[src/rtl/seg7_pkg.sv]
// Shared constants and types for the 7-segment readback path.
// Segment order is abcdefg with bit6 = a, active high.
package seg7_pkg;

    localparam logic [6:0] SEG_0     = 7'h7E;
    localparam logic [6:0] SEG_1     = 7'h30;
    localparam logic [6:0] SEG_2     = 7'h6D;
    localparam logic [6:0] SEG_3     = 7'h79;
    localparam logic [6:0] SEG_4     = 7'h33;
    localparam logic [6:0] SEG_5     = 7'h5B;
    localparam logic [6:0] SEG_6     = 7'h5F;
    localparam logic [6:0] SEG_7     = 7'h70;
    localparam logic [6:0] SEG_8     = 7'h7F;
    localparam logic [6:0] SEG_9     = 7'h7B;
    localparam logic [6:0] SEG_BLANK = 7'h00;

    localparam logic [3:0] BCD_BLANK = 4'hE;
    localparam logic [3:0] BCD_ERR   = 4'hF;

    typedef enum logic {
        COLLECT,
        PRESENT
    } frame_state_e;

endpackage

[src/rtl/display_scan_reader_if.sv]
// Display bus in, frame handshake out.
// slave = the reader, master = the display/consumer side.
interface display_scan_reader_if #(
    parameter int NUM_DIGITS = 4
) ();

    logic [6:0]              seg;
    logic [NUM_DIGITS-1:0]   dig_en;
    logic [4*NUM_DIGITS-1:0] frame_bcd;
    logic [NUM_DIGITS-1:0]   frame_err;
    logic                    frame_valid;
    logic                    frame_ready;
    logic                    overrun;

    modport master (
        output seg,
        output dig_en,
        output frame_ready,
        input  frame_bcd,
        input  frame_err,
        input  frame_valid,
        input  overrun
    );

    modport slave (
        input  seg,
        input  dig_en,
        input  frame_ready,
        output frame_bcd,
        output frame_err,
        output frame_valid,
        output overrun
    );

endinterface

[src/rtl/seg7_to_bcd.sv]
// Inverse of the BCD-to-7-segment decoder.
// Blank maps to E; anything unrecognised maps to F with err set.
module seg7_to_bcd
    import seg7_pkg::*;
(
    input  logic [6:0] seg,
    output logic [3:0] bcd,
    output logic       err
);

    always_comb begin
        bcd = BCD_ERR;
        err = 1'b0;
        case (seg)
            SEG_0:     bcd = 4'd0;
            SEG_1:     bcd = 4'd1;
            SEG_2:     bcd = 4'd2;
            SEG_3:     bcd = 4'd3;
            SEG_4:     bcd = 4'd4;
            SEG_5:     bcd = 4'd5;
            SEG_6:     bcd = 4'd6;
            SEG_7:     bcd = 4'd7;
            SEG_8:     bcd = 4'd8;
            SEG_9:     bcd = 4'd9;
            SEG_BLANK: bcd = BCD_BLANK;
            default: begin
                bcd = BCD_ERR;
                err = 1'b1;
            end
        endcase
    end

endmodule

[src/rtl/display_scan_reader.sv]
// Samples a multiplexed 7-seg bus, filters each position for stability
// and presents one BCD frame per full scan on a valid/ready handshake.
module display_scan_reader
    import seg7_pkg::*;
#(
    parameter int NUM_DIGITS    = 4,
    parameter int STABLE_CYCLES = 3
) (
    input  logic                  clk,
    input  logic                  rst_n,
    display_scan_reader_if.slave  bus
);

    localparam int CW = $clog2(STABLE_CYCLES + 1);
    localparam logic [CW-1:0] CNT_MAX = CW'(STABLE_CYCLES);
    localparam logic [CW-1:0] CNT_ONE = CW'(1);

    logic [6:0]              seg_q, seg_d;
    logic [NUM_DIGITS-1:0]   en_q, en_d;
    logic [CW-1:0]           cnt_q, cnt_d;
    logic                    cap_q, cap_d;
    logic [NUM_DIGITS-1:0]   seen_q, seen_d;
    logic [4*NUM_DIGITS-1:0] slot_bcd_q, slot_bcd_d;
    logic [NUM_DIGITS-1:0]   slot_err_q, slot_err_d;
    logic [4*NUM_DIGITS-1:0] frame_bcd_q, frame_bcd_d;
    logic [NUM_DIGITS-1:0]   frame_err_q, frame_err_d;
    logic                    valid_q, valid_d;
    logic                    ovr_q, ovr_d;
    frame_state_e            state_q, state_d;

    logic [3:0]            code;
    logic                  code_err;
    logic                  same;
    logic                  one_hot;
    logic                  do_cap;
    logic                  full;
    logic                  hs;
    logic [NUM_DIGITS-1:0] cap_mask;

    seg7_to_bcd u_dec (
        .seg (seg_q),
        .bcd (code),
        .err (code_err)
    );

    always_comb begin
        seg_d       = bus.seg;
        en_d        = bus.dig_en;
        cnt_d       = cnt_q;
        cap_d       = cap_q;
        seen_d      = seen_q;
        slot_bcd_d  = slot_bcd_q;
        slot_err_d  = slot_err_q;
        frame_bcd_d = frame_bcd_q;
        frame_err_d = frame_err_q;
        valid_d     = valid_q;
        ovr_d       = 1'b0;
        state_d     = state_q;

        same    = (bus.seg == seg_q) && (bus.dig_en == en_q);
        one_hot = (en_q != '0) && ((en_q & (en_q - 1'b1)) == '0);
        do_cap  = (cnt_q == CNT_MAX) && one_hot && !cap_q;
        cap_mask = do_cap ? en_q : '0;
        full    = &seen_q;
        hs      = valid_q & bus.frame_ready;

        // A new sample restarts the steady window and re-arms capture
        if (same) begin
            cnt_d = (cnt_q == CNT_MAX) ? cnt_q : cnt_q + CNT_ONE;
            cap_d = cap_q | do_cap;
        end else begin
            cnt_d = CNT_ONE;
            cap_d = 1'b0;
        end

        for (int i = 0; i < NUM_DIGITS; i++) begin
            if (cap_mask[i]) begin
                slot_bcd_d[4*i +: 4] = code;
                slot_err_d[i]        = code_err;
            end
        end

        seen_d = (full ? '0 : seen_q) | cap_mask;

        unique case (state_q)
            COLLECT: begin
                if (full) begin
                    frame_bcd_d = slot_bcd_q;
                    frame_err_d = slot_err_q;
                    valid_d     = 1'b1;
                    state_d     = PRESENT;
                end
            end
            PRESENT: begin
                // A handshake on the completing edge makes room for the new frame
                if (full && hs) begin
                    frame_bcd_d = slot_bcd_q;
                    frame_err_d = slot_err_q;
                end else if (full) begin
                    ovr_d = 1'b1;
                end else if (hs) begin
                    valid_d = 1'b0;
                    state_d = COLLECT;
                end
            end
            default: state_d = COLLECT;
        endcase
    end

    always_ff @(posedge clk or negedge rst_n) begin
        if (!rst_n) begin
            seg_q       <= '0;
            en_q        <= '0;
            cnt_q       <= '0;
            cap_q       <= 1'b0;
            seen_q      <= '0;
            slot_bcd_q  <= '0;
            slot_err_q  <= '0;
            frame_bcd_q <= '0;
            frame_err_q <= '0;
            valid_q     <= 1'b0;
            ovr_q       <= 1'b0;
            state_q     <= COLLECT;
        end else begin
            seg_q       <= seg_d;
            en_q        <= en_d;
            cnt_q       <= cnt_d;
            cap_q       <= cap_d;
            seen_q      <= seen_d;
            slot_bcd_q  <= slot_bcd_d;
            slot_err_q  <= slot_err_d;
            frame_bcd_q <= frame_bcd_d;
            frame_err_q <= frame_err_d;
            valid_q     <= valid_d;
            ovr_q       <= ovr_d;
            state_q     <= state_d;
        end
    end

    assign bus.frame_bcd   = frame_bcd_q;
    assign bus.frame_err   = frame_err_q;
    assign bus.frame_valid = valid_q;
    assign bus.overrun     = ovr_q;

endmodule

[src/flat_wrapper.sv]
// flat-port wrapper written by rule: the top's interface ports become plain ports
module display_scan_reader_flat import seg7_pkg::*;
#(
    parameter int NUM_DIGITS    = 4,
    parameter int STABLE_CYCLES = 3
)
  (clk, rst_n, bus_seg, bus_dig_en, bus_frame_ready, bus_frame_bcd, bus_frame_err, bus_frame_valid, bus_overrun);
  display_scan_reader_if #(.NUM_DIGITS(NUM_DIGITS)) bus_i ();
  input  logic clk;
  input  logic rst_n;
  input wire logic [$bits(bus_i.seg)-1:0] bus_seg;
  input wire logic [$bits(bus_i.dig_en)-1:0] bus_dig_en;
  input wire logic [$bits(bus_i.frame_ready)-1:0] bus_frame_ready;
  output wire logic [$bits(bus_i.frame_bcd)-1:0] bus_frame_bcd;
  output wire logic [$bits(bus_i.frame_err)-1:0] bus_frame_err;
  output wire logic [$bits(bus_i.frame_valid)-1:0] bus_frame_valid;
  output wire logic [$bits(bus_i.overrun)-1:0] bus_overrun;
  assign bus_i.seg = bus_seg;
  assign bus_i.dig_en = bus_dig_en;
  assign bus_i.frame_ready = bus_frame_ready;
  assign bus_frame_bcd = bus_i.frame_bcd;
  assign bus_frame_err = bus_i.frame_err;
  assign bus_frame_valid = bus_i.frame_valid;
  assign bus_overrun = bus_i.overrun;
  display_scan_reader #(.NUM_DIGITS(NUM_DIGITS), .STABLE_CYCLES(STABLE_CYCLES)) u_core (.clk(clk), .rst_n(rst_n), .bus(bus_i));
endmodule
[config.mk]
export PLATFORM = sky130hd
export DESIGN_NAME = display_scan_reader_flat
export DESIGN_NICKNAME = d
export VERILOG_FILES = /design/src/rtl/seg7_pkg.sv /design/src/rtl/display_scan_reader_if.sv /design/src/rtl/seg7_to_bcd.sv /design/src/rtl/display_scan_reader.sv /design/src/flat_wrapper.sv
export SDC_FILE = /design/constraint.sdc
export NUM_CORES = 1
export LEC_CHECK = 0
export CAP_MARGIN = 30
export CORE_ASPECT_RATIO = 0.75
export CORE_MARGIN = 2
export CORE_UTILIZATION = 58
export DETAILED_ROUTE_END_ITERATION = 7
export PLACE_DENSITY_LB_ADDON = 0.1
export SYNTH_ARGS = -nofsm -noshare
export SYNTH_HDL_FRONTEND = slang
export SYNTH_SLANG_ARGS = --single-unit
[constraint.sdc]
create_clock -name clk -period 3.9 [get_ports clk]
set_input_delay 0.975 -clock clk [delete_from_list [all_inputs] [get_ports clk]]
set_output_delay 0.975 -clock clk [all_outputs]
set_load 0.03 [all_outputs]
Yosys cells after proc, flatten, opt, wreduce, memory -nomap -nowiden. Index checks and enable logic that the tools add are counted.

Register bits after elaboration: 61. Input port bits: 14.

Equal/unequal tests: 19. Bitwise gates (word level): 5. Reductions and logical operators: 13. $add $sub $neg: 2. Multiplexer cells: 25.

Operators by type and width (count): 7-bit equality test, second input constant (8); 4-bit one-hot mux with 11 select lines (1); 16-bit 2-to-1 mux (2); 16-bit one-hot mux with 2 select lines (1); 4-bit 2-to-1 mux (4); 7-bit by 6-bit equality test with 1-bit output, second input constant (2); 1-bit 2-to-1 mux (12); 11-bit OR reduction (1); 2-bit != test, second input constant (5); 4-bit one-hot mux with 2 select lines (1); 4-bit AND reduction (2); 7-bit equality test (1); 7-bit zero test (1); 1-bit logical AND (5); 4-bit bitwise AND (1); 4-bit equality test (1); 4-bit zero test (1); 2-bit 2-to-1 mux (2); 4-bit bitwise OR (1); 1-bit one-hot mux with 2 select lines (2); 4-bit nonzero test (1); 4-bit by 1-bit subtractor with 4-bit output, second input constant (1); 2-bit by 1-bit adder with 2-bit output, second input constant (1); 2-bit equality test, second input constant (1); other kinds (6) (6).

Depth between registers and ports, before layout. Gate-level depths: netlist (run 1).

Word-level depth: 8. Mapped depth: 7. Depth with buffers taken out: 6.

Cells and area by module. A second synthesis (run 1) with hierarchy kept.

Cells, all modules: 197. Area, all modules: 2630.0 um2.

Modules (own cells, without submodules): display_scan_reader (area each 2393.5 um2, cells an instance 160, sequential area each 1526.5 um2, instances 1); seg7_to_bcd (area each 236.5 um2, cells an instance 37, sequential area each 0.0 um2, instances 1).

Worst setup path before layout (run 1). Ideal clock, no wire load.

Kind: in2reg. Start point: input port bus_frame_ready. End point: register u_core.frame_bcd_q[0] (netlist: u_core.bus.frame_bcd[0]). Library setup time: 0.125 ns. Arrival time: 1.748 ns. Stages on the path: 4. Setup slack: 2.027 ns. Buffers on the path: 1. Data required time: 3.775 ns. Cell sequence: nand2_1 -> a21oi_1 -> buf_2 -> mux2_2.

Longest elaborated chain between the ends: 4.

Ends and longest elaborated chain: from (decl) (RTL line flat_wrapper.sv:13) `input wire logic [$bits(bus_i.frame_ready)-1:0] bus_frame_ready;`; 1-bit bitwise AND (RTL line display_scan_reader.sv:65) `hs = valid_q & bus.frame_ready;`; 1-bit logical AND (RTL line display_scan_reader.sv:96) `if (full && hs) begin`; 2-bit != test (no line); 2-bit AND reduction (no line); to (signal assigned) (RTL line display_scan_reader.sv:132) `frame_bcd_q <= frame_bcd_d;`; to (decl) (RTL line display_scan_reader.sv:25) `logic [4*NUM_DIGITS-1:0] frame_bcd_q, frame_bcd_d;`.

Every way passes these cells. A chain may end at the register's enable or synchronous reset.

Final worst setup path (run 1).
Start point: register u_core.valid_q (netlist: u_core.bus.frame_valid). End point: output port bus_frame_valid.

RTL lines: from (decl) (RTL line display_scan_reader.sv:27) `logic valid_q, valid_d;`; from (signal assigned) (RTL line display_scan_reader.sv:134) `valid_q <= valid_d;`; to (decl) (RTL line flat_wrapper.sv:16) `output wire logic [$bits(bus_i.frame_valid)-1:0] bus_frame_valid;`.

No word-level cell between the ends.

==> flow_summary_export.csv, run 1 <==
group,metric,value,unit
run_status,status,"finished clean",
clock_network,hold_buffers,0,
routing,drt_first_pass_iters,4,
floorplanning,core,0.00444,mm²
timing,timing.fmax,425,MHz
worst_hold_path,hp-class,"flip-flop to flip-flop",
final_layout,antenna_cells,0,
logic_synthesis,yosysSeqAreaShare,0.571,
flow_run,cap_violations,0,
grt,grt.met1_usage,0.309,
clock_network,cts_sinks,61,
floorplanning,start_util,0.602,
timing,final.min_clock_period,2360,ps
final_layout,layout_common_cells,"dfrtp_1 (61), clkdlybuf4s50_1 (34), mux2_2 (23)",
clock_network,clkTransAtPathRegs,60,ps
timing,setup_viol,0,
critical_path,cp_num_cells,1,
grt,met2_usage,0.292,
timing,maxSlewViolCount,0,
logic_synthesis,yosys_register_bits,61,
timing,tightestPinTransition,757,ps
logic_synthesis,syn-num-nets,235,
logic_synthesis,synthFlopType,"dfrtp_1",
critical_path,crit_buf_inv,1,
grt,first_global_vias,1666,
final_layout,mostFrequentLayoutCell,"dfrtp_1",
floorplanning,chipHeight,62.8,µm
critical_path,cp_slowest_cell,"clkdlybuf4s50_1",
grt,grt_usage,0.209,
logic_synthesis,yosysWarnings,0,
place,port_buffers,35,
critical_path,r2r_start,"u_core.cnt_q[0]$_DFFE_PN0P_",
routing,vias_per_cell,5.55,
grt,grt_pass1_wl,8020,µm
timing,post-route-period-util,0.604,
critical_path,crit_start,"u_core.bus.frame_valid$_DFFE_PN0P_",
timing,finalSetupTns,0,ps
grt,antenna_found_initial,0,
clock_network,clock_latency,330,ps
critical_path,r2r_end,"u_core.slot_bcd_q[8]$_DFFE_PN0P_",
critical_path,cp_slowest_stage_delay,680,ps
routing,wirelength,4810,µm
pwr,powerDensity,387,mW/mm²
critical_path,rrSetupSlack,1800,ps
clock_network,post-cts-setup-buffers,0,
pwr,vdd_drop_max,0.228,mV
logic_synthesis,synthArstFlopShare,1.00,
grt,grt_max_degree,62,
final_layout,num-nets-final,271,
routing,vias,1765,
floorplanning,rows,21,
critical_path,start_kind,"flip-flop",
timing,rsz0062_at_grt,"false",
critical_path,crit_fanout,4,
clock_network,numCtsBuffers,9,
grt,overflow,0,
floorplanning,pin_count,36,
logic_synthesis,avgSynthCellArea,12.1,µm²
timing,fin_skew,10.2,ps
clock_network,clockRootBuffer,"clkbuf_8",
timing,slew_headroom,0.495,
logic_synthesis,syn_area,0.00267,mm²
critical_path,cp-endpoint,"bus_frame_valid",
routing,routedWlPerCell,15.1,µm
grt,grt_busiest_layer,"met1",
critical_path,arrival,1380,ps
final_layout,design_area,0.00322,mm²
routing,first_iter_violations,121,
final_layout,syn_to_final_growth,20.6,%
floorplanning,die_x,82.4,µm
critical_path,cp.required,2920,ps
floorplanning,die_area,0.00517,mm²
clock_network,ctsResizeCount,0,
clock_network,cts_tree,"yes",
logic_synthesis,synth_edf_count,0,
place,dpl_cell_area,0.00304,mm²
clock_network,htreeDepth,3,
place,gp_congestion,0.801,
critical_path,critPathKind,"flip-flop to output pin",
logic_synthesis,synth.distinct_cells,41,
grt,use_met3,0.0679,
place,dpl.hpwl,3300,µm
logic_synthesis,syn-instance-count,220,
routing,antenna_left,0,
pwr,p_leak,0.00149,µW
clock_network,clk_path_buf_depth,2,
critical_path,cp-end-kind,"output pin",
critical_path,crit_family,"buffers and inverters",
timing,timing.final.hold_violations,0,
final_layout,drive_above_1_share,0.192,
critical_path,rr_worst_depth,5,
critical_path,path_cells,"clkdlybuf4s50_1",
final_layout,n_fill_cell,330,
routing,drc,0,
[registers in the layout, summed over array words and instances (netlist names), 2 cells and up]
register and flops:
u_core.seen_q 4, u_core.slot_err_q 4, u_core.slot_bcd_q 16, u_core.en_q 4, u_core.bus.frame_err 4, u_core.bus.frame_bcd 16, u_core.cnt_q 2, u_core.seg_q 7
[worst min-delay path by stage]
stage | startpoint | end | slack, ps | cells past startpoint
CTS | u_core.slot_err_q[3]$_DFFE_PN0P_ | u_core.slot_err_q[3]$_DFFE_PN0P_ | 480 | 2
global route | u_core.state_q$_DFF_PN0_ | u_core.bus.frame_valid$_DFFE_PN0P_ | 510 | 1
floorplan | u_core.state_q$_DFF_PN0_ | u_core.bus.frame_valid$_DFFE_PN0P_ | 440 | 1
detailed placement | u_core.slot_err_q[3]$_DFFE_PN0P_ | u_core.slot_err_q[3]$_DFFE_PN0P_ | 470 | 2
finish | u_core.slot_bcd_q[1]$_DFFE_PN0P_ | u_core.slot_bcd_q[1]$_DFFE_PN0P_ | 480 | 2
global placement | u_core.slot_err_q[3]$_DFFE_PN0P_ | u_core.slot_err_q[3]$_DFFE_PN0P_ | 460 | 2
[report_power, final]
part           internal [µW]  total, µW  switching, µW
Clock                    295        524            230
Combinational           29.7       64.6           34.9
Sequential               641        658           17.8
Total                    965       1250            282
[per-stage QoR]
step | total power (µW) | setup slack (ps) | hold WS, ps | util | cells
3_3_place_gp | 734 | 1440 | 459 | 0.685 | 302
6_report | 1250 | 1540 | 483 | 0.726 | 318
4_1_cts | 1260 | 1520 | 484 | 0.726 | 318
2_1_floorplan | 702 | 2030 | 440 | - | 220
5_1_grt | 1300 | 1470 | 512 | 0.726 | 318
3_5_place_dp | 735 | 1420 | 467 | 0.685 | 302
[synthesized netlist by cell type, types with 2 or more instances]
| library cell | count | share of area |
|---|---|---|
| nand3_1 | 7 | 0.013 |
| nand2b_1 | 2 | 0.0047 |
| and4_1 | 2 | 0.0066 |
| xnor2_1 | 2 | 0.0066 |
| mux2_2 | 23 | 0.097 |
| buf_2 | 6 | 0.011 |
| xor2_1 | 14 | 0.046 |
| o22ai_1 | 2 | 0.0047 |
| a21oi_1 | 10 | 0.019 |
| dfrtp_1 | 61 | 0.57 |
| nor3_2 | 2 | 0.0075 |
| o21ai_0 | 8 | 0.015 |
| a31oi_1 | 4 | 0.0094 |
| nor3b_2 | 2 | 0.0094 |
| and3_1 | 2 | 0.0047 |
| nor2_1 | 20 | 0.028 |
| nor4_1 | 2 | 0.0047 |
| buf_4 | 2 | 0.0056 |
| inv_1 | 3 | 0.0042 |
| nor3_1 | 2 | 0.0037 |
| a21o_1 | 2 | 0.0056 |
| clkbuf_1 | 3 | 0.0042 |
| mux2_1 | 2 | 0.0084 |
| mux2i_1 | 2 | 0.0075 |
| nand4_1 | 4 | 0.0094 |
| nor2b_1 | 2 | 0.0047 |
| nand2_1 | 15 | 0.021 |
[metal layers]
| layer | part of all wire | routed length [µm] | up-vias |
|---|---|---|---|
| li1 | - | - | 846 |
| met1 | 0.48 | 2330 | 863 |
| met2 | 0.44 | 2120 | 52 |
| met3 | 0.068 | 325 | 4 |
| met4 | 0.0073 | 35 | 0 |
| met5 | 0 | 0 | - |
[cell type report]
class	count	area (µm²)	area share
Sequential cell	61	1530	0.473
Multi-Input combinational cell	144	1070	0.332
Timing Repair Buffer	37	360	0.112
Clock buffer	12	135	0.0419
Tap cell	57	71.3	0.0221
Clock inverter	4	48.8	0.0151
Inverter	3	11.3	0.00349
[cells by family (layout without fill, tap and decap cells)]
family                   after synthesis  count (layout)  synth area share
multiplexers                          27              27             0.113
flip-flops                            61              61             0.571
adder cells (fa/ha/maj)                1               1           0.00468
XOR/XNOR                              16              16            0.0524
AO/OA/AOI/OAI                         36              36             0.101
buffers and inverters                 15              56            0.0295
AND/OR/NAND/NOR                       64              64             0.129
Note: power is estimated with default switching activity, not from simulation.
==> inputs of run 2 (changes only) <==
--- a/config.mk
+++ b/config.mk
@@ -8,7 +8,7 @@
 export CAP_MARGIN = 30
 export CORE_ASPECT_RATIO = 0.75
 export CORE_MARGIN = 2
-export CORE_UTILIZATION = 58
+export CORE_UTILIZATION = 49
 export DETAILED_ROUTE_END_ITERATION = 7
 export PLACE_DENSITY_LB_ADDON = 0.1
 export SYNTH_ARGS = -nofsm -noshare
==> constraint.sdc (replaced) <==
create_clock -name clk -period 2.1 [get_ports clk]
set_input_delay 0.525 -clock clk [delete_from_list [all_inputs] [get_ports clk]]
set_output_delay 0.525 -clock clk [all_outputs]
set_load 0.03 [all_outputs]
==> flow_summary_export.csv, run 2 (synthesized netlist as in run 1, its figures left out) <==
group,metric,value,unit
run_status,status,"finished clean",
floorplanning,rows,23,
timing,rsz0062_at_grt,"false",
grt,grt_usage,0.191,
critical_path,cp_slowest_cell,"clkdlybuf4s50_1",
grt,antenna_found_initial,0,
pwr,power.total,2380,µW
clock_network,clock_latency,320,ps
clock_network,clockRootBuffer,"clkbuf_8",
place,gp_congestion,0.804,
critical_path,start_kind,"flip-flop",
final_layout,layout_common_cells,"dfrtp_1 (61), clkdlybuf4s50_1 (34), mux2_2 (23)",
timing,setup_viol,0,
timing,fin_skew,6.51,ps
routing,first_iter_violations,91,
floorplanning,core,0.00530,mm²
final_layout,syn_to_final_growth,26.1,%
critical_path,path_cells,"clkdlybuf4s50_1",
final_layout,num-nets-final,283,
floorplanning,die_x,89.3,µm
clock_network,clk_path_buf_depth,2,
final_layout,antenna_cells,0,
clock_network,cts_tree,"yes",
critical_path,cp.required,1570,ps
timing,post-route-period-util,0.910,
routing,antenna_left,0,
floorplanning,start_util,0.505,
timing,slew_headroom,0.654,
routing,drc,0,
clock_network,post-cts-setup-buffers,0,
timing,tightestPinTransition,516,ps
grt,first_global_vias,1692,
timing,timing.fmax,523,MHz
clock_network,cts_sinks,61,
flow_run,cap_violations,0,
clock_network,ctsResizeCount,0,
grt,overflow,0,
critical_path,crit_fanout,4,
timing,maxSlewViolCount,0,
routing,vias,1797,
critical_path,crit_family,"buffers and inverters",
worst_hold_path,hp-class,"primary input to async pin",
floorplanning,pin_count,36,
timing,final.min_clock_period,1910,ps
routing,routedWlPerCell,14.6,µm
critical_path,cp-end-kind,"output pin",
place,dpl.hpwl,3600,µm
place,port_buffers,35,
routing,wirelength,5080,µm
pwr,vdd_drop_max,0.421,mV
timing,fin_ws,190,ps
clock_network,numCtsBuffers,9,
final_layout,n_fill_cell,446,
clock_network,clkTransAtPathRegs,70,ps
clock_network,htreeDepth,3,
clock_network,hold_buffers,0,
place,dp_slack,139,ps
grt,grt_pass1_wl,8560,µm
final_layout,mostFrequentLayoutCell,"dfrtp_1",
floorplanning,die_area,0.00607,mm²
pwr,p_leak,0.00156,µW
critical_path,crit_buf_inv,1,
floorplanning,chipHeight,68.0,µm
critical_path,cp_slowest_stage_delay,680,ps
routing,vias_per_cell,5.16,
timing,timing.final.hold_violations,0,
final_layout,drive_above_1_share,0.231,
critical_path,critPathKind,"flip-flop to output pin",
critical_path,arrival,1390,ps
pwr,powerDensity,707,mW/mm²
routing,drt_first_pass_iters,4,
timing,finalSetupTns,0,ps
grt,grt_max_degree,62,
-- run 2: cell types whose count changed in the layout (fill, tap and decap cells not counted), sizes merged --
cell      before  now
buf            3   15
clkinv         3    2
clkinvlp       0    1
-- run 2: final cells by class --
type	instances	area, µm²	area share
clock buffer	12	145	0.0431
clock inverter	4	47.5	0.0141
inverter	3	11.3	0.00334
multi-input combinational	144	1070	0.318
sequential	61	1530	0.453
tap	75	93.8	0.0278
timing repair buffer	49	475	0.141
-- run 2: per-layer routing --
layer,GRT usage,vias to the layer above,routed length [µm]
li1,-,867,-
met1,0.288,882,2560
met2,0.259,46,2210
met3,0.0724,2,298
met4,0.0504,0,16
met5,0,-,0
-- run 2: worst reg2reg max path, delay by kind of cell (launching register included) --
family	cells	cell delay (ps)
AO/OA/AOI/OAI	4	820
flip-flops	1	480
AND/OR/NAND/NOR	1	460
-- run 2: worst paths after layout --
path | startpoint | end | slack, ps | cells past startpoint
worst max-delay path | u_core.bus.frame_valid$_DFFE_PN0P_ | bus_frame_valid | 190 | 1
min in group clk | u_core.seen_q[0]$_DFF_PN0_ | u_core.seen_q[0]$_DFF_PN0_ | 480 | 2
max in group asynchronous | rst_n | u_core.cnt_q[0]$_DFFE_PN0P_ | 1630 | 2
worst min register to register | u_core.seen_q[0]$_DFF_PN0_ | u_core.seen_q[0]$_DFF_PN0_ | 480 | 2
worst min-delay path | rst_n | u_core.seg_q[0]$_DFF_PN0_ | 180 | 2
worst max register to register | u_core.seg_q[4]$_DFF_PN0_ | u_core.slot_bcd_q[9]$_DFFE_PN0P_ | 210 | 5
-- run 2: metrics by stage --
| stage | hold WS, ps | util | std cells | area, µm² |
|---|---|---|---|---|
| detailed placement | 464 | 0.600 | 332 | 3180 |
| global placement | 461 | 0.600 | 332 | 3180 |
| floorplan | 229 | - | 220 | 2670 |
| finish | 182 | 0.637 | 348 | 3370 |
| CTS | 207 | 0.637 | 348 | 3370 |
| global route | 227 | 0.637 | 348 | 3370 |
-- run 2: where the power goes --
part           internal (µW)  switching (µW)  leakage, µW  total (µW)
clock network            578             454    0.0000964        1030
logic                   63.0            72.0     0.000643         135
registers               1190            27.5     0.000821        1220
